<file path="config.mk">
export PLATFORM = sky130hd
export DESIGN_NAME = bcd_time_counter_flat
export DESIGN_NICKNAME = d
export VERILOG_FILES = /design/src/rtl/clock_pkg.sv /design/src/rtl/bcd_time_counter_if.sv /design/src/rtl/tick_prescaler.sv /design/src/rtl/bcd_time_counter.sv /design/src/flat_wrapper.sv
export SDC_FILE = /design/constraint.sdc
export NUM_CORES = 1
export LEC_CHECK = 0
export CAP_MARGIN = 20
export CORE_UTILIZATION = 30
export DETAILED_ROUTE_END_ITERATION = 10
export REMOVE_ABC_BUFFERS = 1
export SETUP_SLACK_MARGIN = 0.05
export SYNTH_ARGS = -nofsm -noshare
export SYNTH_HDL_FRONTEND = slang
export SYNTH_HIERARCHICAL = 1
export SYNTH_SLANG_ARGS = --single-unit
export TNS_END_PERCENT = 5
</file>
<file path="constraint.sdc">
create_clock -name CLK100MHZ -period 5.61 [get_ports CLK100MHZ]
set_input_delay 0.8415 -clock CLK100MHZ [delete_from_list [all_inputs] [get_ports CLK100MHZ]]
set_output_delay 0.8415 -clock CLK100MHZ [all_outputs]
set_load 0.02 [all_outputs]
</file>
<file path="src/rtl/clock_pkg.sv">
// Shared constants, BCD digit-pair type and hour-to-display conversion for the
// wall-clock time-of-day core.
package clock_pkg;

    localparam int unsigned SEC_MAX  = 59;
    localparam int unsigned MIN_MAX  = 59;
    localparam int unsigned HOUR_MAX = 23;

    typedef struct packed {
        logic [3:0] tens;
        logic [3:0] units;
    } bcd_pair_t;

    // Binary hour 0..23 to a BCD digit pair; 12 h mode shows 0 as 12 and 13..23 as 1..11.
    function automatic bcd_pair_t hour_to_bcd(input logic [4:0] hour, input logic mode_12h);
        logic [4:0] h;
        bcd_pair_t  r;
        h = hour;
        if (mode_12h) begin
            if (hour == 5'd0) begin
                h = 5'd12;
            end else if (hour > 5'd12) begin
                h = hour - 5'd12;
            end
        end
        if (h >= 5'd20) begin
            r.tens  = 4'd2;
            r.units = 4'(h - 5'd20);
        end else if (h >= 5'd10) begin
            r.tens  = 4'd1;
            r.units = 4'(h - 5'd10);
        end else begin
            r.tens  = 4'd0;
            r.units = h[3:0];
        end
        return r;
    endfunction

endpackage

</file>
<file path="src/rtl/bcd_time_counter_if.sv">
// Control/display bundle between the time-of-day core and its surroundings
// (debounced buttons, alarm settings, seven-segment digits).
interface bcd_time_counter_if #(
    parameter int unsigned SEC_W = 6
);
    logic             run;
    logic             inc_min;
    logic             inc_hour;
    logic             mode_12h;
    logic             alarm_on;
    logic [7:0]       alarm_hh;
    logic [7:0]       alarm_mm;
    logic             alarm_ack;
    logic [3:0]       hours2;
    logic [3:0]       hours1;
    logic [3:0]       mins2;
    logic [3:0]       mins1;
    logic [SEC_W-1:0] secs;
    logic             pm;
    logic             sec_tick;
    logic             alarm;

    modport master (
        output run, inc_min, inc_hour, mode_12h, alarm_on, alarm_hh, alarm_mm, alarm_ack,
        input  hours2, hours1, mins2, mins1, secs, pm, sec_tick, alarm
    );

    modport slave (
        input  run, inc_min, inc_hour, mode_12h, alarm_on, alarm_hh, alarm_mm, alarm_ack,
        output hours2, hours1, mins2, mins1, secs, pm, sec_tick, alarm
    );
endinterface

</file>
<file path="src/rtl/tick_prescaler.sv">
// Divides the input clock by CLK_HZ; tick is high for the single enabled cycle
// in which the count wraps. The count holds while en is low.
module tick_prescaler #(
    parameter int unsigned CLK_HZ = 100_000_000
) (
    input  logic clk,
    input  logic reset_n,
    input  logic en,
    output logic tick
);
    localparam int unsigned    CntW   = (CLK_HZ > 1) ? $clog2(CLK_HZ) : 1;
    localparam logic [CntW-1:0] CntMax = CntW'(CLK_HZ - 1);

    logic [CntW-1:0] cnt_q, cnt_d;

    assign tick = en && (cnt_q == CntMax);

    always_comb begin
        cnt_d = cnt_q;
        if (en) begin
            cnt_d = tick ? '0 : cnt_q + CntW'(1);
        end
    end

    always_ff @(posedge clk or negedge reset_n) begin
        if (!reset_n) begin
            cnt_q <= '0;
        end else begin
            cnt_q <= cnt_d;
        end
    end
endmodule

</file>
<file path="src/rtl/bcd_time_counter.sv">
// Time-of-day core: 1 Hz prescaler, binary seconds, BCD minutes, binary hours
// with 24 h / 12 h BCD display, set pulses and a latched HH:MM alarm.
module bcd_time_counter
    import clock_pkg::*;
#(
    parameter int unsigned CLK_HZ   = 100_000_000,
    parameter int unsigned SEC_W    = 6,
    parameter bit          ALARM_EN = 1'b1
) (
    input  logic               CLK100MHZ,
    input  logic               reset_n,
    bcd_time_counter_if.slave  bus
);
    logic       tick;
    logic [5:0] sec_q, sec_d;
    bcd_pair_t  min_q, min_d;
    logic [4:0] hour_q, hour_d;
    bcd_pair_t  hdisp_q, hdisp_d;
    logic       pm_q, pm_d;
    logic       sec_tick_q;
    logic       alarm_q, alarm_d;

    logic       min_carry, min_step, hour_step, min_at_max;
    logic       al_valid, alarm_hit;
    logic [4:0] al_hour;

    tick_prescaler #(
        .CLK_HZ (CLK_HZ)
    ) u_prescaler (
        .clk     (CLK100MHZ),
        .reset_n (reset_n),
        .en      (bus.run),
        .tick    (tick)
    );

    always_comb begin
        min_at_max = (min_q.tens == 4'(MIN_MAX / 10)) && (min_q.units == 4'(MIN_MAX % 10));
        min_carry  = tick && (sec_q == 6'(SEC_MAX));
        // A set pulse coinciding with a carry still advances the field by exactly one.
        min_step   = min_carry || bus.inc_min;
        hour_step  = (min_carry && min_at_max) || bus.inc_hour;

        sec_d = sec_q;
        if (tick) begin
            sec_d = min_carry ? 6'd0 : sec_q + 6'd1;
        end

        min_d = min_q;
        if (min_step) begin
            if (min_q.units == 4'd9) begin
                min_d.units = 4'd0;
                min_d.tens  = min_at_max ? 4'd0 : min_q.tens + 4'd1;
            end else begin
                min_d.units = min_q.units + 4'd1;
            end
        end

        hour_d = hour_q;
        if (hour_step) begin
            hour_d = (hour_q == 5'(HOUR_MAX)) ? 5'd0 : hour_q + 5'd1;
        end

        hdisp_d = hour_to_bcd(hour_d, bus.mode_12h);
        pm_d    = (hour_d >= 5'd12);
    end

    // Alarm compare against the time being loaded this cycle, so it rises with the digits.
    always_comb begin
        al_valid  = (bus.alarm_hh[7:4] <= 4'd2) && (bus.alarm_hh[3:0] <= 4'd9) &&
                    (bus.alarm_mm[7:4] <= 4'd5) && (bus.alarm_mm[3:0] <= 4'd9);
        al_hour   = 5'(bus.alarm_hh[7:4]) * 5'd10 + 5'(bus.alarm_hh[3:0]);
        al_valid  = al_valid && (al_hour <= 5'(HOUR_MAX));
        alarm_hit = ALARM_EN && bus.alarm_on && al_valid &&
                    (min_carry || bus.inc_min || bus.inc_hour) &&
                    (hour_d == al_hour) &&
                    (min_d.tens == bus.alarm_mm[7:4]) && (min_d.units == bus.alarm_mm[3:0]);

        alarm_d = alarm_q;
        if (!(ALARM_EN && bus.alarm_on)) begin
            alarm_d = 1'b0;
        end else if (alarm_hit) begin
            alarm_d = 1'b1;
        end else if (bus.alarm_ack) begin
            alarm_d = 1'b0;
        end
    end

    always_ff @(posedge CLK100MHZ or negedge reset_n) begin
        if (!reset_n) begin
            sec_q      <= '0;
            min_q      <= '0;
            hour_q     <= '0;
            hdisp_q    <= '0;
            pm_q       <= 1'b0;
            sec_tick_q <= 1'b0;
            alarm_q    <= 1'b0;
        end else begin
            sec_q      <= sec_d;
            min_q      <= min_d;
            hour_q     <= hour_d;
            hdisp_q    <= hdisp_d;
            pm_q       <= pm_d;
            sec_tick_q <= tick;
            alarm_q    <= alarm_d;
        end
    end

    assign bus.hours2   = hdisp_q.tens;
    assign bus.hours1   = hdisp_q.units;
    assign bus.mins2    = min_q.tens;
    assign bus.mins1    = min_q.units;
    assign bus.secs     = SEC_W'(sec_q);
    assign bus.pm       = pm_q;
    assign bus.sec_tick = sec_tick_q;
    assign bus.alarm    = alarm_q;
endmodule

</file>
<file path="src/flat_wrapper.sv">
// flat-port wrapper written by rule: the top's interface ports become plain ports
module bcd_time_counter_flat import clock_pkg::*;
#(
    parameter int unsigned CLK_HZ   = 100_000_000,
    parameter int unsigned SEC_W    = 6,
    parameter bit          ALARM_EN = 1'b1
)
  (CLK100MHZ, reset_n, bus_run, bus_inc_min, bus_inc_hour, bus_mode_12h, bus_alarm_on, bus_alarm_hh, bus_alarm_mm, bus_alarm_ack, bus_hours2, bus_hours1, bus_mins2, bus_mins1, bus_secs, bus_pm, bus_sec_tick, bus_alarm);
  bcd_time_counter_if #(.SEC_W(SEC_W)) bus_i ();
  input  logic CLK100MHZ;
  input  logic reset_n;
  input wire logic [$bits(bus_i.run)-1:0] bus_run;
  input wire logic [$bits(bus_i.inc_min)-1:0] bus_inc_min;
  input wire logic [$bits(bus_i.inc_hour)-1:0] bus_inc_hour;
  input wire logic [$bits(bus_i.mode_12h)-1:0] bus_mode_12h;
  input wire logic [$bits(bus_i.alarm_on)-1:0] bus_alarm_on;
  input wire logic [$bits(bus_i.alarm_hh)-1:0] bus_alarm_hh;
  input wire logic [$bits(bus_i.alarm_mm)-1:0] bus_alarm_mm;
  input wire logic [$bits(bus_i.alarm_ack)-1:0] bus_alarm_ack;
  output wire logic [$bits(bus_i.hours2)-1:0] bus_hours2;
  output wire logic [$bits(bus_i.hours1)-1:0] bus_hours1;
  output wire logic [$bits(bus_i.mins2)-1:0] bus_mins2;
  output wire logic [$bits(bus_i.mins1)-1:0] bus_mins1;
  output wire logic [$bits(bus_i.secs)-1:0] bus_secs;
  output wire logic [$bits(bus_i.pm)-1:0] bus_pm;
  output wire logic [$bits(bus_i.sec_tick)-1:0] bus_sec_tick;
  output wire logic [$bits(bus_i.alarm)-1:0] bus_alarm;
  assign bus_i.run = bus_run;
  assign bus_i.inc_min = bus_inc_min;
  assign bus_i.inc_hour = bus_inc_hour;
  assign bus_i.mode_12h = bus_mode_12h;
  assign bus_i.alarm_on = bus_alarm_on;
  assign bus_i.alarm_hh = bus_alarm_hh;
  assign bus_i.alarm_mm = bus_alarm_mm;
  assign bus_i.alarm_ack = bus_alarm_ack;
  assign bus_hours2 = bus_i.hours2;
  assign bus_hours1 = bus_i.hours1;
  assign bus_mins2 = bus_i.mins2;
  assign bus_mins1 = bus_i.mins1;
  assign bus_secs = bus_i.secs;
  assign bus_pm = bus_i.pm;
  assign bus_sec_tick = bus_i.sec_tick;
  assign bus_alarm = bus_i.alarm;
  bcd_time_counter #(.CLK_HZ(CLK_HZ), .SEC_W(SEC_W), .ALARM_EN(ALARM_EN)) u_core (.CLK100MHZ(CLK100MHZ), .reset_n(reset_n), .bus(bus_i));
endmodule
</file>
Yosys cells after proc, flatten, opt, wreduce, memory -nomap -nowiden
Index checks and enable logic that the tools add are counted.
- equality and inequality tests: 9
- reduce and logical (&&, ||, !) cells: 17
- multiplexer cells: 16
- add/subtract/negate cells: 9
- multiply operators: 1
- order comparisons: 9
- operators by type and width (kind ; count):
    $mux W5 ; 6
    $add A27 B1 Y27 const B ; 1
    $eq A27 B27 Y1 const B ; 1
    $mux W27 ; 1
    $mux W8 ; 2
    $logic_and A1 B1 Y1 ; 13
    $mux W4 ; 3
    $ge A5 B4 Y1 const B ; 2
    $add A4 B1 Y4 const B ; 2
    $eq A4 B4 Y1 ; 2
    $le A4 B4 Y1 const B ; 2
    $add A6 B1 Y6 const B ; 1
    $eq A6 B6 Y1 const B ; 1
    $mux W6 ; 1
    $add A5 B1 Y5 const B ; 1
    $add A5 B4 Y5 ; 1
    $eq A5 B5 Y1 ; 1
    $eq A5 B5 Y1 const B ; 1
    $ge A5 B5 Y1 const B ; 1
    $gt A5 B4 Y1 const B ; 1
    $le A5 B5 Y1 const B ; 1
    $logic_not A5 Y1 ; 1
    $sub A5 B4 Y5 const B ; 1
    $eq A4 B3 Y1 const B ; 1
    9 further kinds ; 13
- bits of input ports: 24
- logic and storage cells: 71
- flip-flop bits (word level): 57
- output and inout port bits: 25

Longest topological paths before layout
- depth after elaboration: 13
- mapped depth: 19
- mapped depth without buffers: 18

Modules after synthesis
Netlist, hierarchy kept.
- modules (own cells, without submodules) (module ; area an instance (um^2) ; sequential area each (um^2) ; cells each ; instances):
    bcd_time_counter ; 2087.0 ; 700.7 ; 223 ; 1
    tick_prescaler ; 1343.8 ; 675.6 ; 128 ; 1

Least setup slack after synthesis
Ideal clock, no wire load.
- path kind: input-to-reg
- from: input bus_run
- to: register u_core.hdisp_q (netlist bit u_core/bus.hours1[3])
- cell stages on the path: 17
- data required time: 5.492 ns
- arrival: 3.739 ns
- library setup time: 0.118 ns
- path buffers: 1
- slack: 1.753 ns
- cells stage by stage: nand3_1 > nor2_1 > nand2_1 > nor2_4 > buf_6 > and3_2 > a41oi_4 > o21ai_2 > and2_4 > inv_4 > mux2_4 > o22ai_2 > ha_1 > nor2_1 > a21o_1 > mux2i_1 > a21o_1
- RTL lines (element ; RTL line ; text):
    start, declared ; flat_wrapper.sv:12 ; input wire logic [$bits(bus_i.run)-1:0] bus_run;
    end signal, assigned ; bcd_time_counter.sv:101 ; hdisp_q <= hdisp_d;
    end, declared ; bcd_time_counter.sv:18 ; bcd_pair_t hdisp_q, hdisp_d;

==> run summary <==
The flow ran to the end, and the final reports show no timing, DRC or antenna violations. The tools report the number of nets still failing antenna checks after routing as 0. The run gives 232 MHz as the top achievable clock speed. The clock transition at the registers of the reported paths was 0.08 ns; the height of the die was 109 um. Buffers inserted during clock tree synthesis total 5. The worst setup path is captured at a flop. The run gives 0 as the initial antenna violation count. TritonCTS built the clock tree. The worst-case hold slack is 0.501 ns, and the peak ir drop on the vdd network is 0.195 mV. The area of the core is 11000 um2.

At the worst endpoint, the arrival time is 4.50 ns. Post-CTS timing repair inserted 0 buffers for setup. The detailed router finished its first iteration with 122 violations. The synthesized netlist contains 74 unique library cells.

Summing every instance area after synthesis gives 3430 um2. In the routed design, unresolved DRC markers number 0. The logs give 5.80 ns for the required time reported for the critical path endpoint and 4 for the detailed-router iteration count before antenna repair.

The maximum net fanout on the critical path is 8, and the relative area change from synthesis to final layout is 21.7%. The number of cells on the worst reg-to-reg path is 16. Summed over all failing endpoints, the final setup total negative slack is 0 ns. Once the clock tree was built, the resizer swapped 0 gates to a different size.

In this run the critical register-to-register path is captured at u_core/bus.hours1[3]$_DFF_PN0_. In this run the tool buffered the top-level ports with 46 buffer cells. Leakage power figure: 1.74 nW.

Counting instances in the post-synthesis netlist gives the leading cell types as dfrtp_1 (55), nand2_1 (32), nor2_1 (28). In the finished design, the share of the clock period the worst path needs comes to 76.8%. The share of layout cells above drive strength 1 works out to 12.5%.

The run gives 0.00912 ns as the final setup skew. The commonest register cell after synthesis is dfrtp_1. No sink is reached through more buffers than the 2 on the longest clock path.

The path with the worst hold slack has its endpoint at u_core/u_prescaler/cnt_q[25]$_DFFE_PN0P_. The total count of hold-check failures in the final report was 0; the routed via count was 2739. Synthesis produced a netlist whose cell count is 351. The end-of-flow core utilization is 38.0%. The setup-violating endpoint count in the final report is 0.

Setup repair after global routing left no endpoint under its margin. The first-pass GRT wire length is 13000 um. In this run the number of H-tree levels came out at 2.

The tools report the initial cell density of the core as 31.2%. The completed layout was analyzed and its total power is 1.55 mW. The tools report the final-stage net count as 435. Placer's final routability congestion estimate: 0.803. The run gives 49 as the top-level port count. The top-area cell type share of the netlist area is 40.1%, and the half-perimeter wire length after detailed placement is 5570 um.

The tools report the launching point of the worst reg2reg path as u_core/u_prescaler/cnt_q[11]$_DFFE_PN0P_. The number of antenna cells inserted is 0, and the slew at the pin closest to its max-slew limit is 0.723 ns. The clock period could shrink to 4.31 ns.

Using the TritonRoute via totals, the vias-per-cell ratio works out to 5.07. In this run the most critical hold path is launched from u_core/u_prescaler/cnt_q[25]$_DFFE_PN0P_. Global routing used 13.8% of the available tracks across all layers. The clock net in this run drives a total of 55 sinks. The biggest area contributor in the post-synthesis netlist is dfrtp_1.

For this run, asynchronously set or reset flops after synthesis account for 100%. Summing the sequential cell areas from Yosys gives 40.1% of the chip area. After global routing the overflow that remains totals 0. The die is 109 um wide.

The tools report the count of final max-slew check failures as 0. The pin count of the biggest net entering global routing was 56; the number of enable-type register cells in the synthesized netlist was 0. In the post-synthesis netlist, the biggest area contributors are dfrtp_1 (40%), xnor2_1 (5.9%), xor2_1 (4.6%). The clock network latency to the later pin of the worst-skew pair was 0.30 ns. The critical path is of the primary input to flop type. After synthesis the netlist holds a flip-flop and latch count of 55. For the worst slack at placement, the log shows 1.04 ns. Measured against its own limit, the worst slew margin works out to 51.8%.

The initialized floorplan defines 38 standard-cell rows. The routed design has 7600 um of wire. For this design the ratio of total power to cell area is 372 nW/um2. The floorplan step defined a die boundary enclosing 11900 um2.

The cell sitting at the root of the clock tree is a clkbuf_16. The hold path depth was 1. The most common cell in the netlist was dfrtp_1.

The path class of the tightest hold or removal check is flop to flop. The worst register-to-register path has a setup slack of 1.83 ns. After filler insertion, the fill cell instance count of the layout stands at 1082.

Setup slack on the critical path of the routed design comes to 1.30 ns. The average instance area after synthesis is 9.77 um2. The number of warnings reported in the yosys synthesis log is 6, and the cts-stage hold buffer count is 0. Max-cap violations in this run came to 0. Number of global-route vias before repair: 2707. After detailed routing, the average wire length per cell comes to 14.1 um. The worst setup path is launched from a primary input.
layout make-up:
class	count	area, um2	area share [%]
Clock buffer	5	125	3.00
Inverter	13	56.3	1.35
Sequential cell	55	1380	33.0
Clock inverter	2	17.5	0.420
Tap cell	140	175	4.20
Timing Repair Buffer	48	470	11.3
Multi-Input combinational cell	277	1950	46.8
layout by cell type (no fill, tap or decap), types with 3 or more instances in the layout:
cell type	instances
xor2_1	18
nand4_1	14
o22ai_1	3
a21oi_1	7
and3_1	5
nand3_1	18
a22oi_1	3
o31ai_1	4
nor3_1	3
nor2_1	28
nand2_1	32
clkdlybuf4s50_1	45
inv_1	9
nand3b_1	3
mux2_2	4
nor2_2	9
a211o_1	3
o21ai_0	24
a21o_1	3
nand2b_1	9
mux2i_1	3
xnor2_1	23
clkbuf_16	5
ha_1	10
dfrtp_1	55
worst max-delay path, cell delays in order:
cell             delay, ns
clkdlybuf4s50_1       0.59
nand3_1               0.18
nor2_1                0.31
nand2_1               0.19
nor2_4                0.15
and3_2                0.28
a41oi_4               0.20
mux2_2                0.38
nand4_1               0.11
o21ai_0               0.09
a22oi_1               0.30
inv_1                 0.11
ha_1                  0.31
nor2_1                0.10
a21o_1                0.11
mux2i_1               0.06
a21o_1                0.18
power breakdown:
part | internal (mW) | switching [mW] | leakage (nW)
Sequential | 0.475 | 0.0987 | 0.702
Clock | 0.166 | 0.147 | 0.0703
Combinational | 0.307 | 0.358 | 0.967
metrics by stage:
stage / area (um2) / instances
5_1_grt: 4180 / 540
3_5_place_dp: 4030 / 533
3_3_place_gp: 4030 / 533
4_1_cts: 4180 / 540
2_1_floorplan: 3390 / 345
6_report: 4180 / 540
per-layer routing:
metal	track usage (%)	share of wire (%)	vias to the layer above
met3	2.39	3.0	10
li1	-	-	1354
met4	3.76	1.2	0
met2	23.1	48	58
met5	0	0	-
met1	18.1	47	1317
logic make-up (layout without fill, tap and decap cells):
logic type      Yosys count  in the layout  synth area share, %
compound gates           71             71                 15.1
flops                    55             55                 40.1
buf+inv                  20             68                 3.03
fa+ha+maj                11             11                 4.23
xor+xnor                 42             42                 11.3
mux                       8              8                 2.63
simple gates            143            143                 23.5
other cells               1              2                0.109
how the worst max path moves through the flow:
stage                 start                             end  slack (ns)
CTS                 bus_run  u_core/bus.hours1[3]$_DFF_PN0_        1.33
floorplan           bus_run  u_core/bus.hours1[3]$_DFF_PN0_        1.63
finish              bus_run  u_core/bus.hours1[3]$_DFF_PN0_        1.30
global placement    bus_run  u_core/bus.hours1[3]$_DFF_PN0_        1.10
global route        bus_run  u_core/bus.hours1[3]$_DFF_PN0_        1.02
detailed placement  bus_run  u_core/bus.hours1[3]$_DFF_PN0_        1.04
registers in the layout (all words and copies together) (netlist names):
register and cells:
u_core/hour_q 5, u_core/bus.sec_tick 1, u_core/bus.secs 6, u_core/bus.pm 1
u_core/bus.hours1 4, u_core/bus.alarm 1, u_core/bus.hours2 2, u_core/bus.mins2 4
u_core/u_prescaler/cnt_q 27, u_core/bus.mins1 4
Note: power is estimated with default switching activity, not from simulation.
